`config.mk`:
```
export PLATFORM = sky130hd
export DESIGN_NAME = pipe_stage_fifo
export DESIGN_NICKNAME = d
export VERILOG_FILES = /design/src/rtl/pipe_pkg.sv /design/src/rtl/pipe_stage_ram.sv /design/src/rtl/pipe_stage_fifo.sv
export SDC_FILE = /design/constraint.sdc
export NUM_CORES = 1
export LEC_CHECK = 0
export ABC_AREA = 1
export CORE_MARGIN = 1.5
export CORE_UTILIZATION = 45
export CTS_CLUSTER_DIAMETER = 60
export DETAILED_ROUTE_END_ITERATION = 6
export GPL_TIMING_DRIVEN = 0
export PLACE_DENSITY = 0.79
export SLEW_MARGIN = 10
export SYNTH_ARGS = -nofsm -noshare
export SYNTH_HDL_FRONTEND = slang
export SYNTH_HIERARCHICAL = 1
export SYNTH_SLANG_ARGS = --single-unit
```
`constraint.sdc`:
```
create_clock -name stg_clk -period 15.2 [get_ports stg_clk]
set_input_delay 1.52 -clock stg_clk [delete_from_list [all_inputs] [get_ports stg_clk]]
set_output_delay 1.52 -clock stg_clk [all_outputs]
set_load 0.02 [all_outputs]
```
`src/rtl/pipe_pkg.sv`:
```
`default_nettype none
// ============================================================================
//  Module      : pipe_pkg
//  Description : Shared definitions for the decode-stage pipeline buffer.
//                Holds parameter defaults, the pointer-width helper and the
//                bit offsets of the decode-stage payload fields.
//  Revision    : 1.0 - initial release
// ============================================================================
package pipe_pkg;

    // Parameter defaults
    localparam int PIPE_WIDTH_DEF = 128;
    localparam int PIPE_DEPTH_DEF = 2;
    localparam int PIPE_CNTW_DEF  = 16;

    // Decode-stage payload layout (LSB offsets and widths, 128 bits total)
    localparam int PL_PC_OFS      = 0;
    localparam int PL_PC_W        = 32;
    localparam int PL_RS1_OFS     = 32;
    localparam int PL_RS1_W       = 5;
    localparam int PL_RS2_OFS     = 37;
    localparam int PL_RS2_W       = 5;
    localparam int PL_RD_OFS      = 42;
    localparam int PL_RD_W        = 5;
    localparam int PL_FUNCT3_OFS  = 47;
    localparam int PL_FUNCT3_W    = 3;
    localparam int PL_FUNCT7_OFS  = 50;
    localparam int PL_FUNCT7_W    = 7;
    localparam int PL_IMM_OFS     = 57;
    localparam int PL_IMM_W       = 32;
    localparam int PL_OPCODE_OFS  = 89;
    localparam int PL_OPCODE_W    = 7;
    localparam int PL_CTRL_OFS    = 96;
    localparam int PL_CTRL_W      = 32;

    // Pointer width for a buffer of 'depth' entries; a single-entry buffer
    // still carries a 1-bit pointer so that no zero-width vector appears.
    function automatic int ptr_width(input int depth);
        return (depth > 1) ? $clog2(depth) : 1;
    endfunction

endpackage : pipe_pkg
`default_nettype wire

```
`src/rtl/pipe_stage_ram.sv`:
```
`default_nettype none
// ============================================================================
//  Module      : pipe_stage_ram
//  Description : DEPTH x WIDTH storage for the pipeline buffer. One
//                synchronous write port, one asynchronous read port.
//                Contents are deliberately not reset; the parent masks
//                stale data whenever the buffer is empty.
//  Revision    : 1.0 - initial release
// ============================================================================
module pipe_stage_ram
    import pipe_pkg::*;
#(
    parameter int WIDTH = PIPE_WIDTH_DEF,
    parameter int DEPTH = PIPE_DEPTH_DEF,
    parameter int PW    = ptr_width(DEPTH)
) (
    input  logic             stg_clk,
    input  logic             wr_en,
    input  logic [PW-1:0]    wr_addr,
    input  logic [WIDTH-1:0] wr_data,
    input  logic [PW-1:0]    rd_addr,
    output logic [WIDTH-1:0] rd_data
);

    logic [WIDTH-1:0] r_mem [DEPTH];

    // Write the addressed entry on an accepted push
    always_ff @(posedge stg_clk) begin
        if (wr_en) begin
            r_mem[wr_addr] <= wr_data;
        end
    end

    // Head entry is read combinationally so it is visible right after the write edge
    assign rd_data = r_mem[rd_addr];

endmodule : pipe_stage_ram
`default_nettype wire

```
`src/rtl/pipe_stage_fifo.sv`:
```
`default_nettype none
// ============================================================================
//  Module      : pipe_stage_fifo
//  Description : Valid/ready decode-stage buffer of DEPTH entries with flush
//                (stg_x), strict FIFO ordering and no combinational path
//                from out_ready to in_ready. Optional statistics (stall
//                cycle counter, occupancy high-water mark) are built when
//                the macro PIPE_STAGE_STATS_EN is defined.
//  Revision    : 1.0 - initial release
// ============================================================================
module pipe_stage_fifo
    import pipe_pkg::*;
#(
    parameter int WIDTH = PIPE_WIDTH_DEF,
    parameter int DEPTH = PIPE_DEPTH_DEF,
    parameter int CNTW  = PIPE_CNTW_DEF
) (
    input  logic                         stg_clk,
    input  logic                         reset_n,
    input  logic                         stg_x,
    input  logic                         in_valid,
    output logic                         in_ready,
    input  logic [WIDTH-1:0]             in_data,
    output logic                         out_valid,
    input  logic                         out_ready,
    output logic [WIDTH-1:0]             out_data,
`ifdef PIPE_STAGE_STATS_EN
    output logic [$clog2(DEPTH+1)-1:0]   occupancy,
    output logic [CNTW-1:0]              stall_cnt,
    output logic [$clog2(DEPTH+1)-1:0]   occ_hwm
`else
    output logic [$clog2(DEPTH+1)-1:0]   occupancy
`endif
);

    localparam int PW = ptr_width(DEPTH);
    localparam int OW = $clog2(DEPTH + 1);

    localparam logic [OW-1:0] C_FULL = OW'(DEPTH);
    localparam logic [PW-1:0] C_LAST = PW'(DEPTH - 1);
    localparam logic [OW-1:0] C_ONE  = OW'(1);

    logic [PW-1:0]    r_wr_ptr;
    logic [PW-1:0]    r_rd_ptr;
    logic [OW-1:0]    r_occ;

    logic             w_push;
    logic             w_pop;
    logic             w_in_ready;
    logic             w_out_valid;
    logic [PW-1:0]    w_wr_ptr_inc;
    logic [PW-1:0]    w_rd_ptr_inc;
    logic [OW-1:0]    w_occ_nxt;
    logic [WIDTH-1:0] w_rd_data;

    // Ready depends only on registered occupancy, so a full buffer refuses a
    // push even when a pop happens in the same cycle.
    assign w_in_ready  = (r_occ < C_FULL);
    assign w_out_valid = (r_occ != '0);
    assign w_push      = in_valid & w_in_ready;
    assign w_pop       = w_out_valid & out_ready;

    // Pointer increments wrap at DEPTH-1 so non-power-of-two wrap stays explicit
    always_comb begin
        w_wr_ptr_inc = (r_wr_ptr == C_LAST) ? '0 : (r_wr_ptr + PW'(1));
        w_rd_ptr_inc = (r_rd_ptr == C_LAST) ? '0 : (r_rd_ptr + PW'(1));
    end

    // Next occupancy: flush empties, simultaneous push/pop leaves it unchanged
    always_comb begin
        w_occ_nxt = r_occ;
        if (stg_x) begin
            w_occ_nxt = '0;
        end else begin
            case ({w_push, w_pop})
                2'b10:   w_occ_nxt = r_occ + C_ONE;
                2'b01:   w_occ_nxt = r_occ - C_ONE;
                default: w_occ_nxt = r_occ;
            endcase
        end
    end

    // Pointer and occupancy registers; reset overrides flush, flush overrides traffic
    always_ff @(posedge stg_clk) begin
        if (!reset_n) begin
            r_wr_ptr <= '0;
            r_rd_ptr <= '0;
            r_occ    <= '0;
        end else begin
            r_occ <= w_occ_nxt;
            if (stg_x) begin
                r_wr_ptr <= '0;
                r_rd_ptr <= '0;
            end else begin
                if (w_push) begin
                    r_wr_ptr <= w_wr_ptr_inc;
                end
                if (w_pop) begin
                    r_rd_ptr <= w_rd_ptr_inc;
                end
            end
        end
    end

    pipe_stage_ram #(
        .WIDTH (WIDTH),
        .DEPTH (DEPTH),
        .PW    (PW)
    ) u_ram (
        .stg_clk (stg_clk),
        .wr_en   (w_push & ~stg_x & reset_n),
        .wr_addr (r_wr_ptr),
        .wr_data (in_data),
        .rd_addr (r_rd_ptr),
        .rd_data (w_rd_data)
    );

    // Stale storage is masked to zero whenever the buffer is empty
    assign out_data  = w_out_valid ? w_rd_data : '0;
    assign out_valid = w_out_valid;
    assign in_ready  = w_in_ready;
    assign occupancy = r_occ;

`ifdef PIPE_STAGE_STATS_EN
    localparam logic [CNTW-1:0] C_CNT_MAX = '1;

    logic [CNTW-1:0] r_stall_cnt;
    logic [OW-1:0]   r_occ_hwm;

    // Saturating stall counter and high-water mark; flush leaves both intact
    always_ff @(posedge stg_clk) begin
        if (!reset_n) begin
            r_stall_cnt <= '0;
            r_occ_hwm   <= '0;
        end else begin
            if (w_out_valid && !out_ready && (r_stall_cnt != C_CNT_MAX)) begin
                r_stall_cnt <= r_stall_cnt + CNTW'(1);
            end
            // Tracking the next value keeps the mark in step with occupancy
            if (w_occ_nxt > r_occ_hwm) begin
                r_occ_hwm <= w_occ_nxt;
            end
        end
    end

    assign stall_cnt = r_stall_cnt;
    assign occ_hwm   = r_occ_hwm;
`endif

endmodule : pipe_stage_fifo
`default_nettype wire
```
**Word level (Yosys, flattened, before mapping)**

Memories as Yosys holds them, arrays and structs flattened. A register that Yosys moved wholly into a read port is not among the register bits.
Index checks and enable logic that the tools add are counted.

- Bits of input ports: 133
- Word-level logic and storage cells: 28
- Memories kept: 1
- Register bits: 4
- Bits in latches: 0
- Bits in writable memories: 256
- Output and inout bits: 132
- Bits in read-only memories: 0

- Magnitude comparators: 1
- Divide/modulo/power cells: 0
- Muxes and demuxes: 8
- Shift-type cells: 0
- Equal/unequal tests: 2
- Reductions and logical operators: 3
- Add/subtract/negate cells: 4
- $mul: 0
- Bitwise operators: 6

Memory list:

| name | words | bits a word | rd ports | clocked after Yosys merged registers in | write ports | RTL line | source |
|---|---|---|---|---|---|---|---|
| u_ram.r_mem | 2 | 128 | 1 | 1 | 1 | pipe_stage_ram.sv:25 | `logic [WIDTH-1:0] r_mem [DEPTH];` |

Operator list:

| cell | count |
|---|---|
| two-way mux 128 bit | 1 |
| two-way mux 1 bit | 6 |
| AND 1 bit | 4 |
| case mux 2 bit (2 select lines) | 1 |
| nonzero test 2 bit | 2 |
| adder 1 bit (second input constant) | 2 |
| adder 2 x 1 -> 2 bit (second input constant) | 1 |
| == test 2 x 1 -> 1 bit (second input constant) | 1 |
| == test 2 bit (second input constant) | 1 |
| < comparator 2 bit (second input constant) | 1 |
| inverter 1 bit | 2 |
| OR reduction 2 bit | 1 |
| subtractor 2 x 1 -> 2 bit (second input constant) | 1 |

**Depth between registers and ports, before layout**

Gate-level depths: netlist of run 1.

- Depth in word-level cells: 6
- Mapped depth: 8
- Depth with buffers taken out: 8

**Modules after synthesis**

Netlist of run 1, hierarchy kept.

By module, submodules not included:

| module | cells an instance | seq. area each (um^2) | times used | area each (um^2) |
|---|---|---|---|---|
| pipe_stage_ram | 673 | 7687.4 | 1 | 9459.1 |
| pipe_stage_fifo | 305 | 80.1 | 1 | 1351.3 |

**Worst setup path after synthesis of run 1**

OpenSTA, ideal clock, no wires.

- Kind: input-to-reg
- From: in in_valid
- To: mem u_ram/r_mem[0][0] (netlist bit) (enable)
- Stages: 4
- Library setup time: 0.617 ns
- Slack: 7.402 ns
- Buffers on the path: 0
- Data arrival time: 7.180 ns
- Path through: nand2_1 -> nor3_1 -> inv_1 -> nor2_1

- Word-level cells in the longest chain between the ends: 5

Ends and longest elaborated chain:

| what | RTL line | source |
|---|---|---|
| start, declared | pipe_stage_fifo.sv:21 | `input logic in_valid,` |
| AND 1 bit | pipe_stage_fifo.sv:60 | `assign w_push = in_valid & w_in_ready;` |
| AND 1 bit (2 in series) | pipe_stage_fifo.sv:111 | `.wr_en (w_push & ~stg_x & reset_n),` |
| two-way mux 1 bit | pipe_stage_ram.sv:29 | `if (wr_en) begin` |
| two-way mux 1 bit (implied by the code) | pipe_stage_ram.sv:30 | `r_mem[wr_addr] <= wr_data;` |
| end, declared | pipe_stage_ram.sv:25 |  |

Every way passes these cells.

==> results of run 1 <==
==> worst reg2reg max path: stages, from the launching register on <==
cell     delay, ps
dfxtp_1        390
inv_1          100
nand2_1        120
nor3_1         210
inv_1          110
nor2_4         690
buf_12         280
buf_12         230
==> sequential cells by signal, indices dropped and copies added, names as in the netlist <==
name         count
u_ram/r_mem    256
occupancy        2
r_rd_ptr         1
r_wr_ptr         1
==> worst max path at each step <==
stage	startpoint	to	slack, ps
2_1_floorplan	in_valid	u_ram/r_mem[0][0]$_DFFE_PP_	7400
3_3_place_gp	in_valid	u_ram/r_mem[0][76]$_DFFE_PP_	3710
3_5_place_dp	reset_n	u_ram/r_mem[0][76]$_DFFE_PP_	11220
4_1_cts	r_rd_ptr$_SDFFE_PP0P_	out_data[6]	11280
5_1_grt	r_rd_ptr$_SDFFE_PP0P_	out_data[117]	11180
6_report	r_rd_ptr$_SDFFE_PP0P_	out_data[5]	11330
==> cell type report <==
class | count | area (sq um) | area share, %
Inverter | 139 | 527 | 3.54
Clock buffer | 34 | 744 | 5.01
Tap cell | 319 | 399 | 2.68
Multi-Input combinational cell | 537 | 2050 | 13.8
Buffer | 42 | 480 | 3.23
Timing Repair Buffer | 269 | 2750 | 18.5
Clock inverter | 18 | 149 | 1.00
Sequential cell | 260 | 7770 | 52.3
==> metal layers <==
metal	global-route usage (%)	routed length, um
met2	34.8	12300
met3	5.86	2100
met5	0	0
met1	22.6	9720
met4	5.25	574
==> through the flow <==
| step | cells | utilization (%) | total power [W] |
|---|---|---|---|
| after floorplan | 978 | - | 0.000895 |
| after global placement | 1561 | 58.8 | 0.000981 |
| after detailed placement | 1566 | 59.3 | 0.000983 |
| after CTS | 1618 | 63.1 | 0.00164 |
| after global routing | 1618 | 63.1 | 0.00168 |
| final | 1618 | 63.1 | 0.00162 |
==> synth_stat cells <==
library cell	n	area, sq um
dfxtp_1	4	80.1
nor2_4	1	11.3
nand4_1	1	6.26
clkbuf_8	7	96.3
ha_1	1	12.5
edfxtp_1	256	7690
nor3_1	1	5.00
nand2_1	392	1470
nor2_1	137	514
a21oi_1	2	10.0
inv_2	1	3.75
o21ai_0	2	10.0
buf_6	33	372
buf_4	1	7.51
buf_2	1	5.00
inv_1	138	518
==> logic make-up after synthesis <==
group / after synthesis
flops: 260
fa+ha+maj: 1
simple gates: 532
buf+inv: 181
compound gates: 4
==> power groups by stage <==
stage / clock (W) / sequential, W / combinational [W]
2_1_floorplan: 0 / 0.000824 / 0.0000710
3_3_place_gp: 0 / 0.000825 / 0.000155
3_5_place_dp: 0 / 0.000822 / 0.000162
4_1_cts: 0.000670 / 0.000807 / 0.000162
5_1_grt: 0.000699 / 0.000807 / 0.000174
6_report: 0.000655 / 0.000807 / 0.000161
==> impl_metrics.json, run 1 <==
{
  "tritoncts.num_buffers": 29,
  "cts.clk_slew.worst_paths_ps": 60,
  "cell_variety_after_synth": 16,
  "drt_first_iter_violations": 413,
  "dpl.hpwl_um": 16700,
  "ir_drop_mv": 0.0954,
  "sum_of_negative_setup_slack_ps": 0,
  "core_region_area_sq_um": 23500,
  "p_leak_nw": 6.20,
  "worst-r2r-cell-count": 7,
  "critPathLaunchType": "register",
  "fp.dieW_um": 158,
  "cp-end-kind": "output pin",
  "cts_buffer_depth": 3,
  "post_synth_adder_cell_area_pct": 0.116,
  "final.setup_skew_ps": 12.7,
  "hold_ws_ps": 541,
  "critical_path.reg2reg.endpoint": "u_ram/r_mem[0][75]$_DFFE_PP_",
  "synth-seq-cells": 260,
  "fraction_of_the_mapped_netlist_area_in_compound_gates_pct": 0.185,
  "timing.hold.worst_path_depth": 2,
  "switching_share_of_power_pct": 22.0,
  "fp.dieH_um": 158,
  "drtPass1Iterations": 4,
  "numPortBuffers": 264,
  "hold_end": "r_wr_ptr$_SDFFE_PP0P_",
  "global_route.overflow_total": 0,
  "outcome": "completed",
  "synth_xor_area_share_pct": 0,
  "cp.depth": 7,
  "floorplan.initialDensity_pct": 45.9,
  "post_route_cells_drive_above_1_share_pct": 7.08,
  "layout_worst_path_cycle_share_pct": 25.5,
  "worst_slew_pin_slew_ps": 895,
  "synthToLayoutAreaGrowth_pct": 37.5,
  "routed_wl_um": 24700,
  "postSynthNetCount": 1112,
  "unrepaired_setup_endpoints_after_global_routing": "false",
  "cp_data_required_time_ps": 13680,
  "path_max_fanout": 10,
  "cp_cell_sequence": "buf_6 -> buf_6 -> nand2_1 -> nand2_1 -> inv_1 -> nor2_1 -> clkdlybuf4s50_1",
  "floorplan.io_pins": 265,
  "finalSetupViolCount": 0,
  "drt_drc_violations_left": 0,
  "cp_slowest_stage_delay_ps": 640,
  "final_net_count": 1412,
  "net-switching-power_w": 0.000357,
  "synth_simple_gate_area_share_pct": 18.6,
  "clk-insertion-delay-late_ps": 540,
  "most-common-layout-cells": "nand2_1, clkdlybuf4s50_1, edfxtp_1, inv_1, nor2_1",
  "crit-reg2reg-launch": "occupancy[1]$_SDFFE_PP0P_",
  "critical_path_class": "register to output pin",
  "yosys-mux-area-fraction_pct": 0,
  "layout.filler_cells": 1797,
  "detail_route.wl_per_cell_um": 15.3,
  "dp_worst_setup_slack_ps": 11220,
  "post-cts-setup-buffers": 0,
  "ys_seq_area_share_pct": 71.9,
  "hp-class": "register to register",
  "number_of_antenna_violations_at_the_first_check_in_global_routing": 0,
  "finalInstanceArea_sq_um": 14900,
  "cp.arrival_ps": 2350,
  "final.min_clock_period_ps": 3870,
  "timing.final.hold_violations": 0,
  "power.density_nw_per_um2": 109,
  "max_cap_violations": 0,
  "number_of_warnings_issued_by_yosys": 6,
  "post_drt_via_cell_ratio": 4.55,
  "holdBufCountCts": 0,
  "cts_num_sinks": 260,
  "place.gp.congestion": 0.775,
  "track_usage_pct": 19.4,
  "die_area_sq_um": 25000,
  "detailed_place.area_sq_um": 14000,
  "achievable-frequency_ghz": 0.258,
  "synthesis.area_per_instance_sq_um": 11.1,
  "post-route-worst-setup-slack_ps": 11330,
  "num_vias": 7367,
  "htreeDepth": 1,
  "cell_int_power_w": 0.00127,
  "cts_tree": "yes",
  "grt_start_max_net_pins": 82,
  "cts_resized": 0,
  "antenna_cells": 0,
  "power_frac_comb_pct": 9.9,
  "grt_pass1_wl_um": 37200,
  "number_of_global_route_vias_before_repair": 7386,
  "worstPathBufferInverterCount": 4,
  "timing_max_transition_violations_final": 0,
  "rows": 56,
  "share_clk_of_total_power_pct": 40.4,
  "final_common_cell": "nand2_1",
  "synth.cell_area_sq_um": 10800,
  "critPathTopFamily": "buffers and inverters",
  "hold_path.startpoint": "r_wr_ptr$_SDFFE_PP0P_",
  "synthesis.instances": 978,
  "cp_slowest_cell": "clkdlybuf4s50_1",
  "maxSlewHeadroom_pct": 40.2,
  "clk_root_buffer_cell": "clkbuf_16",
  "antenna_violating_nets_post_route": 0,
  "dominant_combinational_cell_family_by_area_after_synthesis": "simple AND/OR/NAND/NOR gates",
  "share_of_power_burned_in_registers_pct": 49.7,
  "timing.reg2reg.setup_slack_ps": 12750
}
Power figures use the tool's default switching activity.
==> inputs of run 2 (changes only) <==
--- a/config.mk
+++ b/config.mk
@@ -11,7 +11,7 @@
 export CTS_CLUSTER_DIAMETER = 60
 export DETAILED_ROUTE_END_ITERATION = 6
 export GPL_TIMING_DRIVEN = 0
-export PLACE_DENSITY = 0.79
+export PLACE_DENSITY = 0.82
 export SLEW_MARGIN = 10
 export SYNTH_ARGS = -nofsm -noshare
 export SYNTH_HDL_FRONTEND = slang
==> constraint.sdc (replaced) <==
create_clock -name stg_clk -period 3.4 [get_ports stg_clk]
set_input_delay 0.34 -clock stg_clk [delete_from_list [all_inputs] [get_ports stg_clk]]
set_output_delay 0.34 -clock stg_clk [all_outputs]
set_load 0.02 [all_outputs]
==> run 2 against run 1 <==
Net effect: clock power grew to 4.2 times the previous value; first-iteration DRC count grew 7.0%; non-clock buffer count grew 5; sequential share of layout area shrank 0.25 points; worst hold slack lost 140 ps; power grew to 4.4 times the previous value; flip-flop and latch count is the same; combinational power grew to 4.5 times the previous value; sequential power grew to 4.5 times the previous value.
==> impl_metrics.json, run 2 (same netlist as run 1, synthesis figures left out) <==
{
  "core_region_area_sq_um": 23500,
  "grt_start_max_net_pins": 30,
  "cp-end-kind": "output pin",
  "synthToLayoutAreaGrowth_pct": 38.2,
  "critical_path_class": "register to output pin",
  "critPathLaunchType": "register",
  "cts_buffer_depth": 3,
  "final.setup_skew_ps": 8.26,
  "htreeDepth": 1,
  "track_usage_pct": 19.8,
  "timing_max_transition_violations_final": 0,
  "final_net_count": 1415,
  "antenna_violating_nets_post_route": 0,
  "p_leak_nw": 6.20,
  "sum_of_negative_setup_slack_ps": 0,
  "layout.filler_cells": 1794,
  "max_flop_register": "u_ram/r_mem",
  "net-switching-power_w": 0.00156,
  "critical_path.reg2reg.endpoint": "u_ram/r_mem[0][75]$_DFFE_PP_",
  "drtPass1Iterations": 6,
  "worst_slew_pin_slew_ps": 748,
  "hold_path.startpoint": "in_data[101]",
  "place.gp.congestion": 0.807,
  "power.density_nw_per_um2": 476,
  "final_common_cell": "nand2_1",
  "drt_drc_violations_left": 0,
  "num_vias": 7475,
  "timing.hold.worst_path_depth": 1,
  "clk-insertion-delay-late_ps": 510,
  "dp_worst_setup_slack_ps": 609,
  "cts_num_sinks": 260,
  "largest_register_ffs": 256,
  "achievable-frequency_ghz": 0.366,
  "clk_root_buffer_cell": "clkbuf_16",
  "fp.dieH_um": 158,
  "global_route.overflow_total": 0,
  "post_drt_via_cell_ratio": 4.61,
  "rows": 56,
  "dpl.hpwl_um": 17200,
  "finalInstanceArea_sq_um": 14900,
  "p_total_w": 0.00712,
  "cts_tree": "yes",
  "worst-r2r-cell-count": 8,
  "hold_end": "u_ram/r_mem[1][101]$_DFFE_PP_",
  "ir_drop_mv": 0.361,
  "grt_pass1_wl_um": 38100,
  "post_route_cells_drive_above_1_share_pct": 7.07,
  "tritoncts.num_buffers": 27,
  "timing.final.hold_violations": 0,
  "hp-class": "input pin to register",
  "crit_path_start": "r_rd_ptr$_SDFFE_PP0P_",
  "floorplan.initialDensity_pct": 45.9,
  "numPortBuffers": 264,
  "layout_worst_path_cycle_share_pct": 80.3,
  "cell_int_power_w": 0.00556,
  "outcome": "completed",
  "path_max_fanout": 10,
  "cp_data_required_time_ps": 3060,
  "post-cts-setup-buffers": 0,
  "switching_share_of_power_pct": 21.9,
  "share_clk_of_total_power_pct": 39.1,
  "timing.reg2reg.setup_slack_ps": 900,
  "holdBufCountCts": 0,
  "share_of_power_burned_in_registers_pct": 50.7,
  "cts_resized": 0,
  "fp.dieW_um": 158,
  "max_cap_violations": 0,
  "finalSetupViolCount": 0,
  "floorplan.io_pins": 265,
  "power_frac_comb_pct": 10.2,
  "crit-reg2reg-launch": "occupancy[1]$_SDFFE_PP0P_",
  "most-common-layout-cells": "nand2_1, clkdlybuf4s50_1, edfxtp_1, inv_1, nor2_1",
  "number_of_antenna_violations_at_the_first_check_in_global_routing": 1,
  "cp.arrival_ps": 2390,
  "unrepaired_setup_endpoints_after_global_routing": "false",
  "cts.clk_slew.worst_paths_ps": 60,
  "post-route-worst-setup-slack_ps": 669,
  "number_of_global_route_vias_before_repair": 7677,
  "final.min_clock_period_ps": 2730,
  "detailed_place.area_sq_um": 14100,
  "detail_route.wl_per_cell_um": 15.4,
  "routed_wl_um": 25000,
  "drt_first_iter_violations": 442,
  "die_area_sq_um": 25000,
  "maxSlewHeadroom_pct": 50.0
}
run 2: how the worst max path moves through the flow:
stage,endpoint,cells after the start
5_1_grt,out_data[4],7
3_5_place_dp,u_ram/r_mem[0][68]$_DFFE_PP_,8
3_3_place_gp,u_ram/r_mem[0][68]$_DFFE_PP_,5
4_1_cts,out_data[4],7
2_1_floorplan,u_ram/r_mem[0][0]$_DFFE_PP_,5
6_report,out_data[4],7
run 2: layout make-up:
class                           count  area (sq um)  share of cell area, %
Timing Repair Buffer              274          2880                   19.3
Clock buffer                       31           691                   4.62
Tap cell                          319           399                   2.67
Inverter                          139           526                   3.52
Sequential cell                   260          7770                   52.0
Antenna cell                        1          2.50                 0.0168
Clock inverter                     18           144                  0.963
Buffer                             42           480                   3.22
Multi-Input combinational cell    537          2050                   13.7
run 2: critical path, cell delays in order, from the launching register on:
cell and delay, ps:
dfxtp_1 420, buf_6 240, buf_6 180, nand2_1 60
nand2_1 70, inv_1 40, nor2_1 200, clkdlybuf4s50_1 650
run 2: power groups by stage:
stage	registers, W	clock network [W]	logic, W
after detailed placement	0.00367	0	0.000731
after global routing	0.00361	0.00297	0.000788
after global placement	0.00368	0	0.000693
after floorplan	0.00368	0	0.000318
after CTS	0.00361	0.00286	0.000736
final	0.00361	0.00278	0.000728
run 2: per-stage QoR:
step | hold WS, ps | util (%) | instances
after floorplan | 439 | - | 978
after global placement | 495 | 58.9 | 1561
after detailed placement | 521 | 59.9 | 1571
after CTS | 380 | 63.4 | 1620
after global routing | 391 | 63.4 | 1620
final | 403 | 63.5 | 1621
run 2: layer usage:
layer	wire (um)	track usage, %	vias up
met2	12700	36.0	261
met5	12	0	-
li1	-	-	3673
met4	757	6.76	2
met1	9790	22.8	3481
met3	1690	4.54	58
